--- src/rtl/load_store_unit_if.sv ---
// Bundle of the pipeline-side and data-memory-side signals of the load/store unit.
//
// Handshakes:
//   pipeline side: the pipeline raises ex_valid with mem_op/addr/wdata and must hold
//     all four stable while stall=1; the operation is complete in the cycle done=1,
//     which is also the first cycle with stall=0.
//   memory side: dm_req stays high with dm_addr/dm_we/dm_wstrb/dm_wdata stable until
//     the cycle in which dm_ack=1; dm_rdata is only meaningful in that cycle.
// The slave modport is the load/store unit's view; master is the surrounding system.
interface load_store_unit_if;
    logic        ex_valid;
    logic [4:0]  mem_op;
    logic [31:0] addr;
    logic [31:0] wdata;
    logic [31:0] dataout;
    logic        done;
    logic        stall;
    logic        misalign_exc;
    logic        bus_err;
    logic        dm_req;
    logic        dm_we;
    logic [31:0] dm_addr;
    logic [3:0]  dm_wstrb;
    logic [31:0] dm_wdata;
    logic        dm_ack;
    logic [31:0] dm_rdata;

    modport slave (
        input  ex_valid, mem_op, addr, wdata, dm_ack, dm_rdata,
        output dataout, done, stall, misalign_exc, bus_err,
               dm_req, dm_we, dm_addr, dm_wstrb, dm_wdata
    );

    modport master (
        output ex_valid, mem_op, addr, wdata, dm_ack, dm_rdata,
        input  dataout, done, stall, misalign_exc, bus_err,
               dm_req, dm_we, dm_addr, dm_wstrb, dm_wdata
    );
endinterface

--- src/rtl/load_store_unit.sv ---
// Load/store unit: turns one pipeline memory instruction into one data-memory
// request, with byte/half/word strobes, lane-replicated store data, a shifted
// load result, and a bus-error timeout while waiting for dm_ack.
//
// Optional feature macro: MISALIGN_TRAP_EN
//   defined   - misaligned half/word accesses issue no request and finish with
//               misalign_exc=1 alongside done.
//   undefined - misaligned low address bits are masked to the access size and the
//               access proceeds; misalign_exc stays 0.
module load_store_unit #(
    parameter int unsigned TIMEOUT_CYCLES = 255
) (
    input  logic               clk,
    input  logic               rst,
    load_store_unit_if.slave   bus,
    output logic [1:0]         state_dbg
);

    typedef enum logic [1:0] {
        IDLE   = 2'd0,
        ACCESS = 2'd1,
        DONE   = 2'd2
    } state_e;

    localparam int CW = $clog2(TIMEOUT_CYCLES + 1);

`ifdef MISALIGN_TRAP_EN
    localparam bit TRAP_EN = 1'b1;
`else
    localparam bit TRAP_EN = 1'b0;
`endif

    state_e          state;
    logic [CW-1:0]   cnt;
    logic [1:0]      off_q;
    logic            load_q;

    logic            is_load;
    logic            is_store;
    logic            is_access;
    logic            misaligned;
    logic            trap_c;
    logic            accept;
    logic [1:0]      off_c;
    logic [3:0]      strb_c;
    logic [31:0]     wdata_c;

    // Decode the presented instruction: access type, alignment, lanes and strobes.
    always_comb begin
        is_load    = (bus.mem_op[4:3] == 2'b01);
        is_store   = (bus.mem_op[4:3] == 2'b10);
        is_access  = (is_load || is_store) && (bus.mem_op[1:0] != 2'b11);
        misaligned = 1'b0;
        off_c      = 2'b00;
        strb_c     = 4'b0000;
        wdata_c    = bus.wdata;
        case (bus.mem_op[1:0])
            2'b00: begin
                off_c   = bus.addr[1:0];
                strb_c  = 4'b0001 << bus.addr[1:0];
                wdata_c = {4{bus.wdata[7:0]}};
            end
            2'b01: begin
                misaligned = bus.addr[0];
                off_c      = {bus.addr[1], 1'b0};
                strb_c     = 4'b0011 << {bus.addr[1], 1'b0};
                wdata_c    = {2{bus.wdata[15:0]}};
            end
            2'b10: begin
                misaligned = |bus.addr[1:0];
                off_c      = 2'b00;
                strb_c     = 4'b1111;
                wdata_c    = bus.wdata;
            end
            default: begin
                misaligned = 1'b0;
            end
        endcase
        if (!is_store) begin
            strb_c = 4'b0000;
        end
        trap_c = TRAP_EN && misaligned;
        accept = (state == IDLE) && bus.ex_valid && is_access;
    end

    // Stall is combinational in the accepting IDLE cycle and held through ACCESS.
    always_comb begin
        bus.stall = !rst && (accept || (state == ACCESS));
    end

    // Main FSM: registers the request fields, waits for ack or timeout, pulses done.
    always_ff @(posedge clk or posedge rst) begin
        if (rst) begin
            state            <= IDLE;
            cnt              <= '0;
            off_q            <= 2'b00;
            load_q           <= 1'b0;
            bus.dataout      <= 32'h0;
            bus.done         <= 1'b0;
            bus.misalign_exc <= 1'b0;
            bus.bus_err      <= 1'b0;
            bus.dm_req       <= 1'b0;
            bus.dm_we        <= 1'b0;
            bus.dm_addr      <= 32'h0;
            bus.dm_wstrb     <= 4'b0000;
            bus.dm_wdata     <= 32'h0;
        end else begin
            case (state)
                IDLE: begin
                    bus.done         <= 1'b0;
                    bus.misalign_exc <= 1'b0;
                    bus.bus_err      <= 1'b0;
                    if (accept) begin
                        if (trap_c) begin
                            state            <= DONE;
                            bus.done         <= 1'b1;
                            bus.misalign_exc <= 1'b1;
                            bus.dataout      <= 32'h0;
                        end else begin
                            state        <= ACCESS;
                            cnt          <= '0;
                            off_q        <= off_c;
                            load_q       <= is_load;
                            bus.dm_req   <= 1'b1;
                            bus.dm_we    <= is_store;
                            bus.dm_addr  <= {bus.addr[31:2], 2'b00};
                            bus.dm_wstrb <= strb_c;
                            bus.dm_wdata <= wdata_c;
                        end
                    end
                end
                ACCESS: begin
                    cnt <= cnt + CW'(1);
                    if (bus.dm_ack) begin
                        state        <= DONE;
                        bus.done     <= 1'b1;
                        bus.dm_req   <= 1'b0;
                        bus.dm_we    <= 1'b0;
                        bus.dm_wstrb <= 4'b0000;
                        bus.dataout  <= load_q ? (bus.dm_rdata >> {off_q, 3'b000}) : 32'h0;
                    end else if (cnt == CW'(TIMEOUT_CYCLES - 1)) begin
                        state        <= DONE;
                        bus.done     <= 1'b1;
                        bus.bus_err  <= 1'b1;
                        bus.dm_req   <= 1'b0;
                        bus.dm_we    <= 1'b0;
                        bus.dm_wstrb <= 4'b0000;
                        bus.dataout  <= 32'h0;
                    end
                end
                DONE: begin
                    state            <= IDLE;
                    bus.done         <= 1'b0;
                    bus.misalign_exc <= 1'b0;
                    bus.bus_err      <= 1'b0;
                end
                default: begin
                    state <= IDLE;
                end
            endcase
        end
    end

    // Expose the FSM state for observation.
    always_comb begin
        state_dbg = state;
    end

endmodule

--- src/flat_wrapper.sv ---
// flat-port wrapper written by rule: the top's interface ports become plain ports
module load_store_unit_flat 
#(
    parameter int unsigned TIMEOUT_CYCLES = 255
)
  (clk, rst, state_dbg, bus_ex_valid, bus_mem_op, bus_addr, bus_wdata, bus_dm_ack, bus_dm_rdata, bus_dataout, bus_done, bus_stall, bus_misalign_exc, bus_bus_err, bus_dm_req, bus_dm_we, bus_dm_addr, bus_dm_wstrb, bus_dm_wdata);
  load_store_unit_if bus_i ();
  input  logic clk;
  input  logic rst;
  output logic [1:0] state_dbg;
  input wire logic [$bits(bus_i.ex_valid)-1:0] bus_ex_valid;
  input wire logic [$bits(bus_i.mem_op)-1:0] bus_mem_op;
  input wire logic [$bits(bus_i.addr)-1:0] bus_addr;
  input wire logic [$bits(bus_i.wdata)-1:0] bus_wdata;
  input wire logic [$bits(bus_i.dm_ack)-1:0] bus_dm_ack;
  input wire logic [$bits(bus_i.dm_rdata)-1:0] bus_dm_rdata;
  output wire logic [$bits(bus_i.dataout)-1:0] bus_dataout;
  output wire logic [$bits(bus_i.done)-1:0] bus_done;
  output wire logic [$bits(bus_i.stall)-1:0] bus_stall;
  output wire logic [$bits(bus_i.misalign_exc)-1:0] bus_misalign_exc;
  output wire logic [$bits(bus_i.bus_err)-1:0] bus_bus_err;
  output wire logic [$bits(bus_i.dm_req)-1:0] bus_dm_req;
  output wire logic [$bits(bus_i.dm_we)-1:0] bus_dm_we;
  output wire logic [$bits(bus_i.dm_addr)-1:0] bus_dm_addr;
  output wire logic [$bits(bus_i.dm_wstrb)-1:0] bus_dm_wstrb;
  output wire logic [$bits(bus_i.dm_wdata)-1:0] bus_dm_wdata;
  assign bus_i.ex_valid = bus_ex_valid;
  assign bus_i.mem_op = bus_mem_op;
  assign bus_i.addr = bus_addr;
  assign bus_i.wdata = bus_wdata;
  assign bus_i.dm_ack = bus_dm_ack;
  assign bus_i.dm_rdata = bus_dm_rdata;
  assign bus_dataout = bus_i.dataout;
  assign bus_done = bus_i.done;
  assign bus_stall = bus_i.stall;
  assign bus_misalign_exc = bus_i.misalign_exc;
  assign bus_bus_err = bus_i.bus_err;
  assign bus_dm_req = bus_i.dm_req;
  assign bus_dm_we = bus_i.dm_we;
  assign bus_dm_addr = bus_i.dm_addr;
  assign bus_dm_wstrb = bus_i.dm_wstrb;
  assign bus_dm_wdata = bus_i.dm_wdata;
  load_store_unit #(.TIMEOUT_CYCLES(TIMEOUT_CYCLES)) u_core (.clk(clk), .rst(rst), .bus(bus_i), .state_dbg(state_dbg));
endmodule
--- config.mk ---
export PLATFORM = sky130hd
export DESIGN_NAME = load_store_unit_flat
export DESIGN_NICKNAME = d
export VERILOG_FILES = /design/src/rtl/load_store_unit_if.sv /design/src/rtl/load_store_unit.sv /design/src/flat_wrapper.sv
export SDC_FILE = /design/constraint.sdc
export NUM_CORES = 1
export LEC_CHECK = 0
export ABC_AREA = 1
export CAP_MARGIN = 20
export CORE_MARGIN = 5
export CORE_UTILIZATION = 47
export CTS_CLUSTER_DIAMETER = 50
export CTS_CLUSTER_SIZE = 24
export DETAILED_ROUTE_END_ITERATION = 16
export PLACE_DENSITY = 0.95
export SLEW_MARGIN = 25
export SYNTH_ARGS = -nofsm -noshare
export SYNTH_HDL_FRONTEND = slang
export SYNTH_SLANG_ARGS = --single-unit
export TNS_END_PERCENT = 10
--- constraint.sdc ---
create_clock -name clk -period 7.55 [get_ports clk]
set_clock_uncertainty 0.05 [all_clocks]
set_input_delay 1.1325 -clock clk [delete_from_list [all_inputs] [get_ports clk]]
set_output_delay 1.1325 -clock clk [all_outputs]
set_load 0.03 [all_outputs]
==> impl.org, run 1 <==
** Outcome
- The run finished with clean final reports.

** Synthesis
- For this run, the number of Yosys warnings is 0.
- Number of standard cells after synthesis :: 706
- Cell with the most instances after synthesis :: sky130_fd_sc_hd__nand2_1
- The share of synthesized area in the top cell type comes to 0.531.
- For this run, asynchronously set or reset flops after synthesis account for 1.00.
- Sequential area share after synthesis :: 0.531
- Number of flops mapped to enable cells by yosys :: 0
- After synthesis the netlist holds a flip-flop and latch count of 115.
- Most frequent cells after synthesis :: 386 x sky130_fd_sc_hd__nand2_1, 115 x sky130_fd_sc_hd__dfrtp_1, 44 x sky130_fd_sc_hd__inv_1, 43 x sky130_fd_sc_hd__o21ai_0, 26 x sky130_fd_sc_hd__nand3_1
- Number of different library cells in the post-synthesis netlist :: 26
- For this run, the leading register cell type out of synthesis is sky130_fd_sc_hd__dfrtp_1.
- Ranked by total cell area, the synthesized netlist is headed by sky130_fd_sc_hd__dfrtp_1 53%, sky130_fd_sc_hd__nand2_1 27%, sky130_fd_sc_hd__o21ai_0 4.0%.
- Post-synthesis instance area :: 5420 um2
- A synthesized cell averages 7.68 um2.
- Top cell type by total area after synthesis :: sky130_fd_sc_hd__dfrtp_1

** Detailed routing
- Average wire per cell in the routed design :: 16.0 um
- Count of vias placed by the detailed router :: 5,339
- DR iter-0 viols :: 573
- In the routed design, unresolved DRC markers number 0.
- Post-route ant nets :: 0
- Vias per cell :: 5.04
- First-pass DRT Iterations :: 5
- Total Wirelength :: 16,900 um

** Critical path
- For the worst setup path, the data required time is 6.37 ns.
- For flop-to-flop paths, the worst setup slack is 4.88 ns.
- CP cell instances :: clkdlybuf4s50_1 > inv_1 > ha_1 > nor2_1 > nand3_2 > nand2_1 > inv_1 > nor2_1 > clkdlybuf4s50_1
- Along the worst path, the maximum fanout reaches 4.
- Bufs and invs on worst path :: 4
- STA classifies the critical path endpoint as an output port.
- Worst path max stage delay :: 0.67 ns
- CP Launch Type :: input port
- The critical path is of the input port to output port type.
- The slowest stage of the critical path belongs to the cell sky130_fd_sc_hd__clkdlybuf4s50_1.
- Critical path data arrival time :: 3.21 ns
- Family with the most delay on the worst path :: buffers and inverters

** Placement
- Count of input and output buffers :: 208
- Sum of net half-perimeters after detailed placement :: 11,900 um
- Placer's final routability congestion estimate :: 0.873

** Floorplanning
- The core region is 11,400 um2.
- Cell Rows :: 39
- Effective utilization at floorplan :: 0.477
- Measured along the y axis, the die boundary spans 117 um.
- The die is 117 um wide.
- Number of top-level pins :: 213
- Overall die area :: 13,800 um2

** Timing
- The clock period could shrink to 4.40 ns.
- The number of slew-limit violations in the final report is 0.
- Final Hold Vio Count :: 0
- For the pin with the worst max-slew slack, the measured transition is 0.963 ns.
- Worst slew margin :: 0.357
- Summed negative setup slack over all endpoints :: 0 ns
- Final cycle utilization of the critical path :: 0.582
- Setup repair after global routing left no endpoint under its margin.
- Based on the critical path, the design can be clocked at up to 0.227 GHz.
- Setup violations remaining at the end of the flow were counted as 0.

** Clock network
- Root Buffer :: sky130_fd_sc_hd__clkbuf_16
- The tree built by TritonCTS fans out to 115 sinks.
- Resize count post-CTS :: 0
- Number of hold-repair buffers added at the cts stage :: 0
- CTS built an H-tree with a depth of 4.
- Worst skew pair latency :: 0.41 ns
- Clock tree synthesis inserted a total of 17 buffers.
- The longest clock path from root to sink contains 2 buffers.
- After clock tree synthesis, the clock-pin slew on the worst setup and hold paths is 0.05 ns.
- TritonCTS built the clock tree.
- Number of setup buffers added after CTS :: 0

** Power and ir drop
- Peak supply drop :: 225 uV
- Dividing total power by cell area gives a power density of 345 nW/um2.
- Summed over all cells, the static leakage comes to 4.13 nW.
- The design draws 2.80 mW.

** GRT
- Entering global routing, the biggest net connects 81 pins.
- GRT Util Overall :: 0.244
- The via count of the first global-routing pass came to 5,359.
- First-pass GRT wire length :: 27,000 um
- GRT overflow :: 0
- Initial antenna violation count :: 1

** Worst hold path
- Type of the tightest min-delay check :: flop to flop

** Final layout
- In the final layout, the share of cells above drive strength 1 is 0.0502.
- From synthesis to final layout, the design area changed by 49.6%.
- Counting the fill cells in the layout gives 823.
- At the end of the flow, the number of nets in the layout was 1,012.

** Flow run
- Max-cap violations in this run came to 0.
==> worst reg2reg max path, stage by stage, from the launching register on <==
cell	delay [ns]
sky130_fd_sc_hd__dfrtp_1	0.49
sky130_fd_sc_hd__nor2_1	0.28
sky130_fd_sc_hd__nand3_2	0.12
sky130_fd_sc_hd__buf_4	0.36
sky130_fd_sc_hd__inv_2	0.86
sky130_fd_sc_hd__o21ai_0	0.32
sky130_fd_sc_hd__nand2_1	0.13
==> worst paths after layout <==
check,startpoint,to,depth (start not counted)
min,u_core.bus.dataout[30],u_core.bus.dataout[30],2
max reg2reg,u_core.state_dbg[1],u_core.bus.dm_wdata[29],6
min reg2reg,u_core.bus.dataout[30],u_core.bus.dataout[30],2
max in group asynchronous,rst,u_core.bus.dm_addr[18],3
min in group asynchronous,rst,u_core.bus.dm_addr[25],2
max,bus_mem_op[3],bus_stall,9
==> per-stage QoR <==
step	worst slack, ns	instances	util	instance area [um2]	hold slack (ns)
6_report	3.15	1060	0.714	8110	0.419
5_1_grt	3.05	1060	0.714	8110	0.440
4_1_cts	3.16	1059	0.713	8110	0.421
3_5_place_dp	3.16	1027	0.661	7510	0.408
3_3_place_gp	3.18	1027	0.661	7510	0.403
2_1_floorplan	3.32	708	-	5430	0.412
==> cells by family (layout without fill, tap and decap cells) <==
logic type / count (synthesis) / count (layout) / share of synthesized area
adders and majority gates: 4 / 4 / 0.00923
AOI/OAI and AO/OA: 65 / 65 / 0.0674
and+or+nand+nor: 439 / 439 / 0.322
other: 1 / 4 / 0.000692
buffers and inverters: 82 / 290 / 0.0704
DFF: 115 / 115 / 0.531
==> report_power, final <==
group | internal [mW] | total (mW) | switching [mW]
Sequential | 0.796 | 0.912 | 0.116
Combinational | 0.428 | 1.09 | 0.664
Clock | 0.512 | 0.799 | 0.287
Total | 1.74 | 2.80 | 1.07
==> per-layer routing <==
layer  vias up  global-route usage  part of all wire
met2       243               0.391              0.48
met1      2439               0.295              0.40
met3        73              0.0544             0.058
li1       2584                   -                 -
met4         0               0.156             0.060
met5         -                   0                 0
==> registers in the layout, summed over array words and instances, names as in the netlist, 2 cells and up <==
| signal | cells |
|---|---|
| u_core.bus.dataout | 32 |
| u_core.bus.dm_addr | 30 |
| u_core.bus.dm_wdata | 32 |
| u_core.bus.dm_wstrb | 4 |
| u_core.cnt | 8 |
| u_core.off_q | 2 |
| u_core.state_dbg | 2 |
==> final cells by class <==
class	instances	area, um2	share of cell area
Antenna cell	1	2.50	0.000308
Timing Repair Buffer	211	2100	0.259
Multi-Input combinational cell	511	2170	0.268
Clock buffer	21	470	0.0580
Sequential cell	115	2880	0.355
Clock inverter	11	129	0.0159
Tap cell	143	179	0.0221
Inverter	47	179	0.0221
==> cells in the final DEF (no fill, tap or decap), types with 2 or more instances in the layout <==
cell / n
sky130_fd_sc_hd__nor2_1: 17
sky130_fd_sc_hd__nand2_1: 386
sky130_fd_sc_hd__conb_1: 3
sky130_fd_sc_hd__a21oi_1: 6
sky130_fd_sc_hd__inv_1: 43
sky130_fd_sc_hd__clkinv_2: 2
sky130_fd_sc_hd__nand3_1: 26
sky130_fd_sc_hd__buf_4: 3
sky130_fd_sc_hd__clkinvlp_4: 2
sky130_fd_sc_hd__clkbuf_16: 17
sky130_fd_sc_hd__ha_1: 4
sky130_fd_sc_hd__bufinv_16: 2
sky130_fd_sc_hd__inv_2: 3
sky130_fd_sc_hd__o211ai_1: 15
sky130_fd_sc_hd__o21ai_0: 43
sky130_fd_sc_hd__clkdlybuf4s50_1: 208
sky130_fd_sc_hd__dfrtp_1: 115
sky130_fd_sc_hd__clkinv_4: 5
sky130_fd_sc_hd__nor3_1: 2
sky130_fd_sc_hd__clkbuf_8: 3
(Power assumes the default switching activity.)
==> inputs of run 2 (changes only) <==
Settings changed: CORE_UTILIZATION 47 to 44, PLACE_DENSITY 0.95 to 0.91.
Clock period 7.55 ns to 4.4 ns, I/O delays scaled along.
==> run 2 against run 1 <==
  * Final cell count is 2.5% higher
  * Global-route usage is 1.4 points lower
  * Flip-flop and latch count stayed put
  * Sequential power is 70% higher
  * Die area is 6.2% higher
  * Via count is 0.36% lower
  * Largest power group unchanged
==> impl.org, run 2 (same netlist as run 1, synthesis figures left out) <==
** Outcome
- The run finished with clean final reports.

** Clock network
- Total number of H-tree levels :: 4 (unchanged)
- Inserted Clock Buffers :: 17 (unchanged)
- The insertion delay of the later-clocked pin in the worst-skew pair came to 0.41 ns (about the same).
- Root Buffer :: sky130_fd_sc_hd__clkbuf_16
- Number of setup buffers added after CTS :: 0 (unchanged)
- The number of buffers inserted by hold repair at cts was 0 (unchanged).
- The clock-pin transition on the worst setup and hold timing paths is 0.05 ns (about the same).
- Clk sink count :: 115 (unchanged)
- TritonCTS built the clock tree.
- The buffer depth of the longest clock path is 2 (unchanged).
- Resize count post-CTS :: 0 (unchanged)

** Critical path
- Launching element of the worst setup path :: bus_mem_op[3]
- The worst register-to-register path begins at u_core.off_q[0].
- Among cell families on the critical path, the largest total delay comes from buffers and inverters.
- Critical path data arrival time :: 2.27 ns (-0.94 ns)
- CP Launch Type :: input port
- The worst-path maximum fanout was 4 (unchanged).
- Endpoint required time on the critical path :: 3.69 ns (-2.68 ns)
- Walking the worst path, the cells encountered are clkdlybuf4s50_1 > inv_1 > ha_1 > nor2_1 > nand3_2 > nand2_1 > inv_1 > nor2_1 > buf_4.
- Bufs and invs on worst path :: 4 (unchanged)
- The critical path in this run is classified as input port to output port.
- Critical Path End Type :: output port
- The biggest cell delay along the critical path came to 0.50 ns (-0.17 ns).
- The register-to-register setup slack is 2.14 ns (-2.74 ns).
- The slowest stage of the critical path is the sky130_fd_sc_hd__clkdlybuf4s50_1 cell.

** Timing
- Setup repair after global routing left no endpoint under its margin.
- Final setup violation count :: 0 (unchanged)
- The normalized max-slew margin is 0.362 (+0.00470).
- Max Freq :: 0.336 GHz
- Least-Margin Pin Slew :: 0.956 ns (-0.00669 ns)
- The final number of hold-violating endpoints came to 0 (unchanged).
- The number of slew-limit violations in the final report is 0 (unchanged).
- Subtracting the final worst setup slack from the clock period gives 2.98 ns.
- Summed negative setup slack over all endpoints :: 0 ns (unchanged)
- Setup ws final :: 1.42 ns (-1.73 ns)
- Final cycle utilization of the critical path :: 0.676

** Final layout
- Highest-count cells in the layout ignoring fill and taps :: 386 x sky130_fd_sc_hd__nand2_1, 207 x sky130_fd_sc_hd__clkdlybuf4s50_1, 115 x sky130_fd_sc_hd__dfrtp_1
- The net count of the finished layout came to 1,014 (+0.20%).
- The storage element area is 2880 um2 (unchanged).
- The library cell used most frequently in the layout, excluding fill and tap cells, is sky130_fd_sc_hd__nand2_1.
- In the final layout, the registers with the most flip-flops are u_core.bus.dataout x32, u_core.bus.dm_wdata x32, u_core.bus.dm_addr x30.
- Core utilization of the finished layout :: 0.674 (-0.0397)
- The total area of multi-input combinational cells came to 2170 um2 (unchanged).
- The number of filler instances in the final layout is 911 (+11%).
- Number of antenna repair diodes :: 0 (-1)
- Area growth from synthesis to final layout :: 49.9%
- The fraction of final layout cells sized beyond drive strength 1 is 0.0512 (+0.000980).

** Detailed routing
- Count of vias placed by the detailed router :: 5,320 (-0.36%)
- First-pass DRT Iterations :: 6 (+1)
- Post-detailed-route DRC marker count :: 0 (unchanged)
- The average detailed-routed wire length per instance came to 15.2 um (-4.7%).
- The count of antenna-violating nets left after detailed routing was 0 (unchanged).
- Total Wirelength :: 16,600 um (-2.3%)
- The detailed-route vias per instance is 4.90 (-2.7%).
- DR iter-0 viols :: 489 (-15%)

** GRT
- The first-pass GRT wire length came to 26,100 um (-3.4%).
- Via count of the first global-routing pass :: 5,002 (-6.7%)
- GRT overflow :: 0 (unchanged)
- The pin count of the biggest net entering global routing was 80 (-1.2%).
- The initial antenna violation count was 0 (-1).
- GRT Util Overall :: 0.230 (-0.0139)

** Floorplanning
- Cell Rows :: 40 (+2.6%)
- Overall die area :: 14,600 um2 (+6.2%)
- The core area came to 12,100 um2 (+6.1%).
- DIE WIDTH :: 121 um (+3.1%)
- Number of top-level pins :: 213 (unchanged)
- Die Span Y :: 121 um (+3.1%)
- Effective utilization at floorplan :: 0.450 (-0.0274)

** Placement
- The number of port buffers was 208 (unchanged).
- Sum of net half-perimeters after detailed placement :: 12,000 um (+0.64%)
- The final RePlAce weighted congestion was 0.897 (+2.7%).
- Place WS :: 1.44 ns (-1.72 ns)

** Power and ir drop
- Total power density per cell area :: 584 nW/um2 (+69%)
- The maximum VDD drop is 332 uV (+48%).
- Leakage :: 4.11 nW (-0.36%)

** Worst hold path
- Worst Hold Launch :: u_core.bus.dataout[5]
- Type of the tightest min-delay check :: flop to flop

** Flow run
- Number of max-cap violations :: 0 (unchanged)
-- run 2: changes by cell type in the layout (fill, tap and decap cells not counted), moves of 2 or more --
cell | previous run | this run
sky130_fd_sc_hd__buf_4 | 3 | 6
sky130_fd_sc_hd__clkbuf_8 | 3 | 0
sky130_fd_sc_hd__clkinv_4 | 5 | 2
sky130_fd_sc_hd__clkinvlp_4 | 2 | 5
sky130_fd_sc_hd__clkbuf_1 | 1 | 3
sky130_fd_sc_hd__inv_6 | 0 | 2
-- run 2: per-stage QoR --
step	total power, mW	cells	area (um2)	hold WS, ns
floorplan	2.59	708	5430	0.412
global placement	3.39	1054	7550	0.403
detailed placement	3.44	1054	7550	0.410
CTS	4.78	1086	8130	0.423
global route	4.98	1086	8130	0.438
finish	4.75	1086	8130	0.418
-- run 2: cell type report --
| cell class | count | share of cell area |
|---|---|---|
| Sequential cell | 115 | 0.354 |
| Inverter | 47 | 0.0223 |
| Timing Repair Buffer | 213 | 0.260 |
| Multi-Input combinational cell | 511 | 0.267 |
| Clock buffer | 20 | 0.0537 |
| Tap cell | 168 | 0.0259 |
| Clock inverter | 12 | 0.0165 |
-- run 2: where the power goes --
part / total [mW] / internal [mW] / switching (mW)
sequential: 1.55 / 1.36 / 0.188
clock: 1.32 / 0.832 / 0.491
combinational: 1.87 / 0.735 / 1.13
total: 4.75 / 2.93 / 1.81
-- run 2: path summary, 6_finish.rpt --
kind,endpoint,cells past startpoint
setup / recovery,bus_stall,9
hold / removal,u_core.bus.dataout[5],2
setup reg to reg,u_core.bus.dataout[12],5
hold reg to reg,u_core.bus.dataout[5],2
max in group asynchronous,u_core.bus.dm_addr[12],3
min in group asynchronous,u_core.cnt[5],2
-- run 2: tightest hold or removal path, stage by stage, from the launching register on --
cell and delay (ns):
sky130_fd_sc_hd__dfrtp_1 0.34, sky130_fd_sc_hd__nand2_1 0.05, sky130_fd_sc_hd__nand2_1 0.04
-- run 2: routing by layer --
layer / routed length (um) / global-route usage / up-vias
met5: 0 / 0 / -
met4: 690 / 0.122 / 0
met3: 1090 / 0.0522 / 44
met2: 8180 / 0.361 / 220
met1: 6590 / 0.295 / 2475
li1: - / - / 2581
